==> config.mk <==
export PLATFORM = sky130hd
export DESIGN_NAME = uart_rx
export DESIGN_NICKNAME = d
export VERILOG_FILES = /design/src/rtl/uart_rx.sv
export SDC_FILE = /design/constraint.sdc
export NUM_CORES = 1
export LEC_CHECK = 0
export BUFFER_PORTS_ARGS = -buffer_cell sky130_fd_sc_hd__buf_2
export CAP_MARGIN = 20
export CORE_ASPECT_RATIO = 2
export CORE_MARGIN = 3
export CORE_UTILIZATION = 42
export DETAILED_ROUTE_END_ITERATION = 12
export MAX_ROUTING_LAYER = met4
export PLACE_DENSITY = 0.6
export SYNTH_ARGS = -nofsm -noshare
export SYNTH_HDL_FRONTEND = slang
export SYNTH_SLANG_ARGS = --single-unit
==> constraint.sdc <==
create_clock -name clk -period 4.3 [get_ports clk]
set_input_delay 0.86 -clock clk [delete_from_list [all_inputs] [get_ports clk]]
set_output_delay 0.86 -clock clk [all_outputs]
set_load 0.005 [all_outputs]
==> src/rtl/uart_rx.sv <==
// uart_rx: 8N1 UART receiver.
//   The rx line passes through a two-flop synchroniser. Each bit is sampled at
//   mid-bit using the same CLK_PER_BIT timing as the matching transmitter.
//   A received byte is held in a one-entry register and handed over with a
//   valid/ack handshake. Framing errors and overruns are reported as pulses.
//
// Ports
//   clk        in   system clock
//   rst        in   asynchronous, active-high reset
//   rx         in   serial input, asynchronous to clk, idle high
//   data_ack   in   consumer accepts data_out (ignored while data_valid=0)
//   data_out   out  last good byte, LSB received first
//   data_valid out  high from byte completion until the cycle after data_ack
//   frame_err  out  one-cycle pulse: stop bit sampled low
//   overrun    out  one-cycle pulse: new byte completed while previous not acked
//   busy       out  high whenever the receiver is not idle
//
// state | meaning
// IDLE  | waiting for a falling edge on rx_s
// START | timing to the middle of the start bit, rejects glitches
// DATA  | sampling the 8 data bits at mid-bit
// STOP  | sampling the stop bit, delivers the byte or flags a framing error
// BREAK | line held low after a bad stop bit; wait for rx_s high
module uart_rx #(
    parameter int unsigned CLK_PER_BIT = 87
) (
    input  logic       clk,
    input  logic       rst,
    input  logic       rx,
    input  logic       data_ack,
    output logic [7:0] data_out,
    output logic       data_valid,
    output logic       frame_err,
    output logic       overrun,
    output logic       busy
);

    localparam logic [15:0] HALF_M1 = 16'(CLK_PER_BIT / 2 - 1);
    localparam logic [15:0] BIT_M1  = 16'(CLK_PER_BIT - 1);

    typedef enum logic [2:0] {
        IDLE  = 3'd0,
        START = 3'd1,
        DATA  = 3'd2,
        STOP  = 3'd3,
        BREAK = 3'd4
    } state_t;

    state_t      state, state_nxt;
    logic        rx_meta, rx_s;
    logic [15:0] clk_count, clk_count_nxt;
    logic [2:0]  bit_index, bit_index_nxt;
    logic [7:0]  shift, shift_nxt;
    logic        byte_done;
    logic        stop_bad;

    // Synchroniser flops reset to the idle level so reset never fakes a start bit.
    always_ff @(posedge clk or posedge rst) begin
        if (rst) begin
            rx_meta <= 1'b1;
            rx_s    <= 1'b1;
        end else begin
            rx_meta <= rx;
            rx_s    <= rx_meta;
        end
    end

    always_ff @(posedge clk or posedge rst) begin
        if (rst) begin
            state     <= IDLE;
            clk_count <= 16'd0;
            bit_index <= 3'd0;
            shift     <= 8'd0;
        end else begin
            state     <= state_nxt;
            clk_count <= clk_count_nxt;
            bit_index <= bit_index_nxt;
            shift     <= shift_nxt;
        end
    end

    always_comb begin
        state_nxt     = state;
        clk_count_nxt = clk_count;
        bit_index_nxt = bit_index;
        shift_nxt     = shift;
        byte_done     = 1'b0;
        stop_bad      = 1'b0;
        case (state)
            IDLE: begin
                if (!rx_s) begin
                    state_nxt     = START;
                    clk_count_nxt = 16'd0;
                end
            end
            START: begin
                if (clk_count == HALF_M1) begin
                    clk_count_nxt = 16'd0;
                    if (rx_s) begin
                        state_nxt = IDLE;
                    end else begin
                        state_nxt     = DATA;
                        bit_index_nxt = 3'd0;
                    end
                end else begin
                    clk_count_nxt = clk_count + 16'd1;
                end
            end
            DATA: begin
                if (clk_count == BIT_M1) begin
                    clk_count_nxt        = 16'd0;
                    shift_nxt[bit_index] = rx_s;
                    if (bit_index == 3'd7) begin
                        state_nxt = STOP;
                    end else begin
                        bit_index_nxt = bit_index + 3'd1;
                    end
                end else begin
                    clk_count_nxt = clk_count + 16'd1;
                end
            end
            STOP: begin
                if (clk_count == BIT_M1) begin
                    clk_count_nxt = 16'd0;
                    if (rx_s) begin
                        byte_done = 1'b1;
                        state_nxt = IDLE;
                    end else begin
                        stop_bad  = 1'b1;
                        state_nxt = BREAK;
                    end
                end else begin
                    clk_count_nxt = clk_count + 16'd1;
                end
            end
            BREAK: begin
                if (rx_s) begin
                    state_nxt = IDLE;
                end
            end
            default: begin
                state_nxt = IDLE;
            end
        endcase
    end

    // Holding register. A completion in the same cycle as an ack wins: the
    // new byte loads, data_valid stays high and no overrun is reported.
    always_ff @(posedge clk or posedge rst) begin
        if (rst) begin
            data_out   <= 8'd0;
            data_valid <= 1'b0;
            frame_err  <= 1'b0;
            overrun    <= 1'b0;
        end else begin
            frame_err <= stop_bad;
            overrun   <= byte_done && data_valid && !data_ack;
            if (byte_done) begin
                data_out   <= shift;
                data_valid <= 1'b1;
            end else if (data_valid && data_ack) begin
                data_valid <= 1'b0;
            end
        end
    end

    assign busy = (state != IDLE);

endmodule
# --- Word level (Yosys, flattened, before mapping) ---
# Cells that the tools add are included.
word_totals:
  register_bits: 43
  inputBits: 4
  output_inout_bits: 12
  wordCells: 73
op_classes:
  addsub: 2
  n_lt_le_gt_ge: 2
  n_eq_ne: 15
  n_mux: 29
  reduce_logical: 15
op_table:
  columns: ["cell", "n"]
  rows:
  - ["$mux W16", 3]
  - ["$pmux W16 S3", 1]
  - ["$mux W3", 11]
  - ["$add A16 B1 Y16 const B", 1]
  - ["$eq A16 B6 Y1 const B", 1]
  - ["$eq A16 B7 Y1 const B", 1]
  - ["$ne A2 B2 Y1 const B", 8]
  - ["$pmux W3 S5", 1]
  - ["$mux W1", 9]
  - ["$bwmux W8", 1]
  - ["$eq A3 B2 Y1 const B", 2]
  - ["$eq A3 B3 Y1 const B", 2]
  - ["$pmux W3 S2", 1]
  - ["$reduce_and A6 Y1", 1]
  - ["$reduce_bool A3 Y1", 2]
  - ["$reduce_and A5 Y1", 1]
  - ["$logic_and A1 B1 Y1", 4]
  - ["$lt A3 B4 Y1 const B", 1]
  - ["$reduce_and A2 Y1", 2]
  - ["$reduce_bool A2 Y1", 2]
  - ["$add A3 B1 Y3 const B", 1]
  - ["$demux W1 S3", 1]
  - ["$eq A3 B1 Y1 const B", 1]
  - ["$ge A3 B1 Y1 const B", 1]
  - ["other kinds (4)", 4]

# --- Logic depth before layout (Yosys ltp) ---
# Gate-level depths: netlist (run 1).
logic_depth:
  depth_word: 5
  ltp_mapped: 8
  depth_no_buf: 7

# --- Least setup slack after synthesis (run 1) ---
# Ideal clock, no wire load.
synth_timing:
  kind: "register to register"
  start: "reg clk_count[0]"
  end: "reg shift[1]"
  setup_time_ps: 128
  arrival_ps: 1961
  t_required_ps: 4172
  path_slack_ps: 2211
  path_stages_with_launch: 8
  n_path_buf: 0
  period_less_slack_ps: 2089
  path_cell_list: "dfrtp_1 > inv_1 > ha_1 > nor2b_1 > nand3_2 > or4_4 > nor3b_2 > mux2_1"
synth_between:
  elab_chain_len: 2
synth_rtl:
  columns: ["element", "line", "source"]
  rows:
  - ["from (decl)", "51", "logic [15:0] clk_count, clk_count_nxt;"]
  - ["from (signal assigned)", "76", "clk_count <= clk_count_nxt;"]
  - ["$eq A16 B7 Y1", "110", "if (clk_count == BIT_M1) begin"]
  - ["$reduce_and A2 Y1 (no source line)", null, null]
  - ["to (signal assigned)", "78", "shift <= shift_nxt;"]
  - ["to (decl)", "53", "logic [7:0] shift, shift_nxt;"]
# Every way passes these cells.
# A chain may end at the register's enable or synchronous reset.

# --- Worst setup path in the final report (run 1) ---
layout_timing:
  start: "reg clk_count[0]"
  end: "reg state[0]"
layout_between:
  elab_chain_len: 3
  elab_cells_between_ends: 6
  classes_between: "5 x eq/ne; 1 x reduce/logical"
layout_rtl:
  columns: ["element", "line", "source"]
  rows:
  - ["$eq A16 B7 Y1 / $eq A16 B6 Y1 (equally long branches)", "110, 123, 97", null]
  - ["$ne A2 B2 Y1 (no source line)", null, null]
  - ["$reduce_and A6 Y1 (no source line) (*)", null, null]
  - ["to (signal assigned)", "75", "state <= state_nxt;"]
  - ["to (decl)", "49", "state_t state, state_nxt;"]
# Mark *: on every way between the ends. The rest lies on a longest branch, timed or not.

==> metrics, run 1 <==
Initial DRC Count 40; latest clock arrival within the worst-skew pair 300 ps; WL/cell 15.2 um; tightest hold margin 362 ps; Top FF cell, synth dfrtp_1; Clock Power Share 0.345; Leak 1.11 nW; CP endpoint kind flop; largest family of logic cells by synthesized area simple AND/OR/NAND/NOR gates; Power Density 381 mW/mm^2; Yosys warning total 0; Avg Cell Area, Syn 10.0 sq um; Seq cells post-synth 43; Die Wd 57.1 um; antenna cells 0; CTS Buffer Depth 2; fin crit share 0.575; Slew Limit Fails 0; Synth Area in Compound Gates 0.118; Hold-fix buffers, CTS 0; core area 0.00495 sq mm; Root Buffer clkbuf_8; async set-reset flop share out of synthesis 1.00; Setup Buffers After CTS 0; Combinational Power Share 0.159; simple-gate share of the synthesized area 0.235; clk slew on worst S/H paths 90 ps; Post-Layout Cell Count 290; multiplexer area fraction after synthesis 0.0964; RSZ-0062 raised after global routing no; Syn-to-layout area delta 10.3%; Critical Path Start clk_count[0]; skew final 5.86 ps; CTS tree yes; total gr overflow 0; largest net degree at the start of global routing 44; worst-path maximum fanout 19; register share of total power 0.497; # setup viols final 0; Max Freq 0.404 GHz; Psw 0.000273 W; final hold viol count 0; ratio of cells with drive above 1 in the final layout 0.210; vias in the first global route 1,649; reg2reg start clk_count[0]; Setup crit start kind flop; GPL Wtd Cong 0.786; Tightest Pin Transition 827 ps; Mapped Cells 219; Routed Antenna Nets 0; first-pass GRT wire length 7650 um; status completed; Cell variety after synth 43; residual DRC count 0; NumNets Final 240; VDD IR max 0.224 mV; CP max stage cell or4_1; vias per std cell 5.67; worst hold start rx_meta; fin crit period 2470 ps; Internal 0.000650 W; max incr delay on CP 660 ps; via count 1,645; CP Cell Sequence inv_1 > ha_1 > nor2b_1 > a31o_2 > nand3_1 > or4_1 > o21ai_0; drt first pass iters 6; Post-synth EDFFs 0; Setup TNS 0 ps; Post-DP HPWL 3260 um; GRT Util Overall 0.163; fin area 0.00242 sq mm; most frequent cells in the layout 41 x dfrtp_1, 22 x nand2_1, 15 x o21ai_0, 15 x nand3_1, 15 x buf_2; most common cell after layout, fill and taps aside dfrtp_1; Critical Path AT 2690 ps; H-tree levels 2; die area 0.00618 sq mm; CTS Buf Count 5; Worst Path Required 4520 ps; Syn Nets 227; number of antenna violations at the first check in global routing 0; io pins 16; Net Sw Frac 0.295; Seq/Total Area, Yosys 0.492; Synth Cell Area 0.00219 sq mm; initial core utilization 0.443; Post-Route WL 4410 um; CP Class flop to flop; die span in y 108 um; Rows 36; placed cell areas 0.00231 sq mm; Synth Area in XOR/XNOR 0; Rel. slew slack 0.448; Port Buf Inserts 15; Hold Path Class flop to flop; PostCTS Resize Cnt 0; MaxCap Viol Count 0; adder-cell share of the synthesized area 0.0228; CTS Sinks 43; dpl cells 282
sequential cells by signal (all words and copies together), names as in the netlist:
signal and cells:
rx_s 1, data_valid 1, data_out 8, frame_err 1
rx_meta 1, overrun 1, bit_index 3, clk_count 16
shift 8, state 3
per-stage QoR:
stage,total power [W],utilization,worst slack (ps)
3_5_place_dp,0.000614,0.465,1820
6_report,0.000922,0.488,1830
4_1_cts,0.000935,0.488,1810
5_1_grt,0.000973,0.488,1580
2_1_floorplan,0.000577,-,2210
3_3_place_gp,0.000611,0.465,1910
final cells by class:
cell class              count  area [sq um]
inverters                  10          37.5
flip-flops and latches     43          1080
clock inverters             3          43.8
multi-input cells         156          1040
clock buffers               5          68.8
repair buffers             16          82.6
fillers                   490          2540
well taps                  57          71.3
synthesized netlist by cell type (2+ instances only):
library cell | number | area share
nor3_2 | 2 | 0.0091
nor4_4 | 2 | 0.019
dfstp_2 | 2 | 0.024
mux2i_1 | 2 | 0.0091
nand2_1 | 22 | 0.038
inv_1 | 10 | 0.017
and3_1 | 3 | 0.0086
ha_1 | 4 | 0.023
nand3b_1 | 2 | 0.0068
mux2_1 | 4 | 0.021
a22o_1 | 2 | 0.0080
a21oi_1 | 12 | 0.027
o21ai_0 | 15 | 0.034
nand3_1 | 15 | 0.034
nor3b_1 | 2 | 0.0068
nand2b_1 | 2 | 0.0057
clkbuf_1 | 6 | 0.010
nand4_1 | 3 | 0.0086
buf_2 | 3 | 0.0068
nor3_1 | 7 | 0.016
mux2_2 | 13 | 0.067
or3_1 | 4 | 0.011
or4_1 | 2 | 0.0068
a31oi_1 | 7 | 0.020
dfrtp_1 | 41 | 0.47
a21o_1 | 2 | 0.0068
nor2_1 | 12 | 0.021
nor2b_1 | 2 | 0.0057
o31ai_1 | 2 | 0.0068
per-layer routing:
| layer | GRT usage | wire length (um) |
|---|---|---|
| met1 | 0.167 | 1690 |
| met3 | 0.0239 | 98 |
| met5 | - | 0 |
| met2 | 0.291 | 2510 |
| met4 | 0.0846 | 111 |
worst paths after layout:
path | to | slack, ps | depth (start not counted)
max in group asynchronous | state[2] | 3250 | 3
max | state[0] | 1830 | 7
max reg2reg | state[0] | 1830 | 7
min reg2reg | rx_s | 360 | 0
min | rx_s | 360 | 0
min in group asynchronous | clk_count[11] | 670 | 3
critical path, delay by kind of cell, from the launching register on:
kind | cells | cell delay (ps)
AND/OR/NAND/NOR | 3 | 1450
flip-flops | 1 | 440
AO/OA/AOI/OAI | 2 | 290
adder cells (fa/ha/maj) | 1 | 130
buffers and inverters | 1 | 80
cells by family (layout without fill, tap and decap cells):
kind of cell / Yosys count / count (layout)
DFF: 43 / 43
adders and majority gates: 4 / 4
AOI/OAI and AO/OA: 44 / 44
and+or+nand+nor: 89 / 89
buffers and inverters: 20 / 34
muxes: 19 / 19
power by group through the flow:
| stage | Sequential, W | Combinational (W) | Clock, W |
|---|---|---|---|
| 3_5_place_dp | 0.000466 | 0.000148 | 0 |
| 6_report | 0.000458 | 0.000146 | 0.000318 |
| 5_1_grt | 0.000463 | 0.000169 | 0.000341 |
| 4_1_cts | 0.000458 | 0.000149 | 0.000328 |
| 2_1_floorplan | 0.000443 | 0.000134 | 0 |
| 3_3_place_gp | 0.000465 | 0.000147 | 0 |
No activity file was read; power rests on OpenSTA's default activity.
==> inputs of run 2 (changes only) <==
- ABC_AREA: not set -> 1
- PLACE_DENSITY: 0.6 -> 0.62
- clock period: 4.3 -> 2.2 ns (I/O delays scaled with it)
==> metrics, run 2 <==
fin crit share 0.776; Synth Cell Area 0.00233 sq mm; number of antenna violations at the first check in global routing 0; Critical Path AT 1900 ps; Mapped Cells 305; skew final 8.35 ps; Slew Limit Fails 0; # setup viols final 0; Tightest Pin Transition 547 ps; CTS Buffer Depth 2; Initial DRC Count 53; antenna cells 0; WL/cell 14.0 um; Setup TNS 0 ps; NumNets Final 333; most common cell after layout, fill and taps aside nand2_1; CTS Buf Count 5; via count 1,967; reg2reg start clk_count[0]; Hold Path Class primary input to flop; ranking of synthesized cells by area dfrtp_1 44%, nand2_1 17%, nor2_1 5.6%, inv_1 4.8%, nand3_1 3.9%; CP Class flop to flop; Critical Path Start clk_count[0]; residual DRC count 0; worst-path maximum fanout 7; Seq/Total Area, Yosys 0.464; Net Sw Frac 0.411; Internal 0.00127 W; drt first pass iters 4; cell type with the largest total area after synthesis dfrtp_1; Seq cells post-synth 43; final hold viol count 0; Worst Path Required 2400 ps; Power Density 846 mW/mm^2; Reg2Reg Setup Slack 490 ps; RSZ-0062 raised after global routing no; Psw 0.000889 W; Yosys warning total 0; largest net degree at the start of global routing 44; initial core utilization 0.445; register share of total power 0.431; hold path cells 1; clk slew on worst S/H paths 90 ps; dpl ws 493 ps; CP endpoint kind flop; Rows 37; Post-DP HPWL 4020 um; Setup crit start kind flop; synth cell count leaders 105 x nand2_1, 41 x dfrtp_1, 35 x nor2_1, 30 x inv_1, 18 x nand3_1; Clock Power Share 0.256; Post-synth EDFFs 0; H-tree levels 2; top-count cell post-synth nand2_1; Util after Layout 0.489; latest clock arrival within the worst-skew pair 310 ps; Largest register FFs 16; Synth top area share 0.441; ratio of cells with drive above 1 in the final layout 0.147; end of the worst register-to-register path clk_count[3]; Port Buf Inserts 15; crit path to clk_count[3]; async set-reset flop share out of synthesis 1.00; fin crit period 1710 ps; final setup margin 493 ps; MaxCap Viol Count 0; Regs by FF count clk_count x16, data_out x8, shift x8; R2R depth 11; vias in the first global route 1,978; Leak 1.29 nW; Root Buffer clkbuf_8; Die Wd 58.6 um; Cell variety after synth 23; GRT Util Overall 0.187; Setup Buffers After CTS 0; CTS Sinks 43; Top FF cell, synth dfrtp_1; Routed Antenna Nets 0; die span in y 111 um; die area 0.00652 sq mm; CTS tree yes; Fillers 549; vias per std cell 5.12; io pins 16; largest reg by FF count clk_count; Max Freq 0.586 GHz; VDD IR max 0.447 mV; Avg Cell Area, Syn 7.63 sq um; core area 0.00523 sq mm; Syn-to-layout area delta 10.0%; PostCTS Resize Cnt 0; Post-Route WL 5360 um; status completed; most frequent cells in the layout 105 x nand2_1, 41 x dfrtp_1, 35 x nor2_1; GPL Wtd Cong 0.840; Combinational Power Share 0.313; Hold-fix buffers, CTS 0; total gr overflow 0; Syn Nets 313; Rel. slew slack 0.635; first-pass GRT wire length 9020 um
[run 2: changes by cell type in the layout (fill, tap and decap cells not counted), moves of 7 or more]
cell     delta
nand2_1    +83
nor2_1     +23
inv_1      +20
mux2_2     -13
a21oi_1    -12
nand4_1     +8
a31oi_1     -7
[run 2: worst min path at each step]
stage                     startpoint  slack [ps]      end
final                             rx         220  rx_meta
after global routing              rx         210  rx_meta
after CTS                         rx         210  rx_meta
after detailed placement     rx_meta         350     rx_s
after global placement       rx_meta         350     rx_s
after floorplan              rx_meta         350     rx_s
[run 2: final cells by class]
type	count	area, sq um	share of cell area
multi-input combinational	225	1100	0.431
inverter	34	128	0.0499
clock inverter	3	26.3	0.0103
timing repair buffer	16	82.6	0.0323
sequential	43	1080	0.422
tap	58	72.6	0.0284
clock buffer	5	68.8	0.0269
[run 2: logic make-up (layout without fill, tap and decap cells)]
kind of cell             Yosys count  in the layout  synth area share
adder cells (fa/ha/maj)            4              4            0.0215
AND/OR/NAND/NOR                  194            194             0.380
AO/OA/AOI/OAI                     22             22            0.0533
XOR/XNOR                           5              5            0.0188
buffers and inverters             37             58            0.0624
flip-flops                        43             43             0.464
[run 2: per-layer routing]
layer	up-vias	track usage	wire length (um)
met4	0	0.121	244
met5	-	-	0
met1	905	0.195	2010
met3	18	0.0280	94
li1	1007	-	-
met2	37	0.312	3010
[run 2: power by group through the flow]
stage / combinational (W) / sequential [W] / clock [W]
6_report: 0.000677 / 0.000933 / 0.000555
5_1_grt: 0.000768 / 0.000945 / 0.000602
4_1_cts: 0.000682 / 0.000931 / 0.000566
3_5_place_dp: 0.000679 / 0.000946 / 0
3_3_place_gp: 0.000677 / 0.000945 / 0
2_1_floorplan: 0.000538 / 0.000927 / 0
[run 2: per-stage QoR]
step / hold WS [ps] / instances / total power, W / area [sq um]
finish: 219 / 384 / 0.00216 / 2560
CTS: 214 / 384 / 0.00218 / 2560
global placement: 346 / 376 / 0.00162 / 2460
floorplan: 345 / 305 / 0.00147 / 2330
detailed placement: 348 / 376 / 0.00163 / 2460
global route: 209 / 384 / 0.00231 / 2560
[run 2: worst max-delay path: stages (launching register included)]
cell and delay, ps:
dfrtp_1 430, inv_1 110, ha_1 180, nand2_1 60, inv_1 50, nand2_1 50, nor2_2 120, nand2_4 130
nand2_4 120, nand2_4 100, nor2_4 190, nor2_1 60
==> inputs of run 3 (changes only) <==
- ABC_AREA: 1 -> 0
- clock period: 2.2 -> 1.4 ns (I/O delays scaled with it)
==> metrics, run 3 (synthesis results as in run 1) <==
RSZ-0062 raised after global routing yes; CTS Sinks 43; reg2reg start clk_count[0]; Slew Limit Fails 0; number of antenna violations at the first check in global routing 0; skew final 9.40 ps; Critical Path AT 2200 ps; clk slew on worst S/H paths 90 ps; Largest register FFs 16; antenna cells 0; R2R depth 7; register share of total power 0.372; vias in the first global route 2,118; core area 0.00495 sq mm; die area 0.00618 sq mm; status finished, violations left; NumNets Final 315; Tightest Pin Transition 385 ps; Rel. slew slack 0.743; residual DRC count 0; Die Wd 57.1 um; io pins 16; initial core utilization 0.443; Power Density 1050 mW/mm^2; CTS tree yes; Initial DRC Count 76; CP max stage cell or4_4; vias per std cell 5.56; most common cell after layout, fill and taps aside buf_4; largest reg by FF count clk_count; Regs by FF count clk_count x16, data_out x8, shift x8; Routed Antenna Nets 0; largest net degree at the start of global routing 43; most frequent cells in the layout 54 x buf_4, 41 x dfrtp_1, 18 x nand2_1; placed cell areas 0.00284 sq mm; Reg2Reg Setup Slack -590 ps; failing checks negative setup slack; CTS Buffer Depth 2; VDD IR max 0.939 mV; Post-DP HPWL 4000 um; worst-path maximum fanout 4; Hold Path Class primary input to flop; Syn-to-layout area delta 57.1%; latest clock arrival within the worst-skew pair 310 ps; Psw 0.00117 W; Max Freq 0.502 GHz; CP Cell Sequence inv_1 > ha_2 > nor2b_4 > nand3_2 > or4_4 > nor3b_2 > mux2_4; Root Buffer clkbuf_8; fin area 0.00345 sq mm; first-pass GRT wire length 10,100 um; ratio of cells with drive above 1 in the final layout 0.539; Post-Route WL 6240 um; H-tree levels 2; GPL Wtd Cong 0.827; Setup TNS -18,110 ps; CP Class flop to flop; GRT Util Overall 0.220; # setup viols final 42; Leak 1.60 nW; Rows 36; via count 2,029; MaxCap Viol Count 0; Internal 0.00244 W; max incr delay on CP 470 ps; hold path endpoint rx_meta; Clock Power Share 0.239; CP endpoint kind flop; Port Buf Inserts 15; WL/cell 17.1 um; Worst Path Required 1600 ps; Net Sw Frac 0.324; total gr overflow 0; fin crit period 1990 ps; CTS Buf Count 5; worst hold start rx; final setup margin -593 ps; die span in y 108 um; hold path cells 1; drt first pass iters 4; Combinational Power Share 0.389; fin crit share 1.42; final hold viol count 0; Setup crit start kind flop; end of the worst register-to-register path shift[1]
-- run 3: cell types whose count changed in the layout (fill, tap and decap cells not counted), sizes merged, moves of 5 or more --
cell / change
nand2: -89
buf: +74
nor2: -32
inv: -27
mux2: +17
a21oi: +12
nand4: -8
a31oi: +7
xor2: -5
-- run 3: final cells by class --
cell class              instances  area [sq um]
fillers                       363          1510
multi-input cells             156          1360
flip-flops and latches         43          1080
repair buffers                 91           802
clock buffers                   6          82.6
well taps                      57          71.3
inverters                      10          37.5
clock inverters                 2          16.3
-- run 3: through the flow --
| step | std cells | hold WS, ps | total power [W] | utilization | worst slack, ps |
|---|---|---|---|---|---|
| after floorplan | 219 | 284 | 0.00185 | - | -669 |
| after global placement | 343 | 309 | 0.00224 | 0.573 | -575 |
| after detailed placement | 343 | 314 | 0.00225 | 0.573 | -628 |
| after CTS | 364 | 51.8 | 0.00351 | 0.664 | -576 |
| after global routing | 365 | 48.0 | 0.00378 | 0.695 | -661 |
| final | 365 | 59.9 | 0.00361 | 0.695 | -593 |
-- run 3: power groups by stage --
stage	clock, W	sequential [W]	combinational [W]
final	0.000861	0.00134	0.00140
after global placement	0	0.00136	0.000873
after CTS	0.000883	0.00134	0.00129
after floorplan	0	0.00136	0.000485
after global routing	0.000928	0.00135	0.00150
after detailed placement	0	0.00136	0.000891
-- run 3: worst max path at each step --
stage                       start  endpoint  slack [ps]  cells past startpoint
floorplan            clk_count[5]  shift[1]        -670                      6
global placement    clk_count[12]  shift[0]        -580                      5
detailed placement  clk_count[12]  shift[1]        -630                      5
CTS                  clk_count[5]  shift[1]        -580                      5
global route        clk_count[11]  shift[2]        -660                      5
finish               clk_count[0]  shift[1]        -590                      7
-- run 3: timing repair --
action / CTS / global route
resized for setup: 55 / 35
endpoints found under the setup margin: 42 / 42
cloned: 3 / 0
setup buffers: 10 / 5
pin swaps: 20 / 15
endpoints found under the hold margin: 1 / 0
hold buffers: 1 / 0
-- run 3: critical path: cells and delay by family, from the launching register on --
kind	cells	cell delay (ps)
adder cells (fa/ha/maj)	1	170
buffers and inverters	1	70
AND/OR/NAND/NOR	4	930
multiplexers	1	320
flip-flops	1	390
-- run 3: per-layer routing --
| layer | vias to the layer above | GRT usage | wire, um |
|---|---|---|---|
| met2 | 36 | 0.402 | 3700 |
| met1 | 1014 | 0.210 | 2180 |
| li1 | 964 | - | - |
| met3 | 15 | 0.0478 | 170 |
| met5 | - | - | 0 |
| met4 | 0 | 0.114 | 184 |
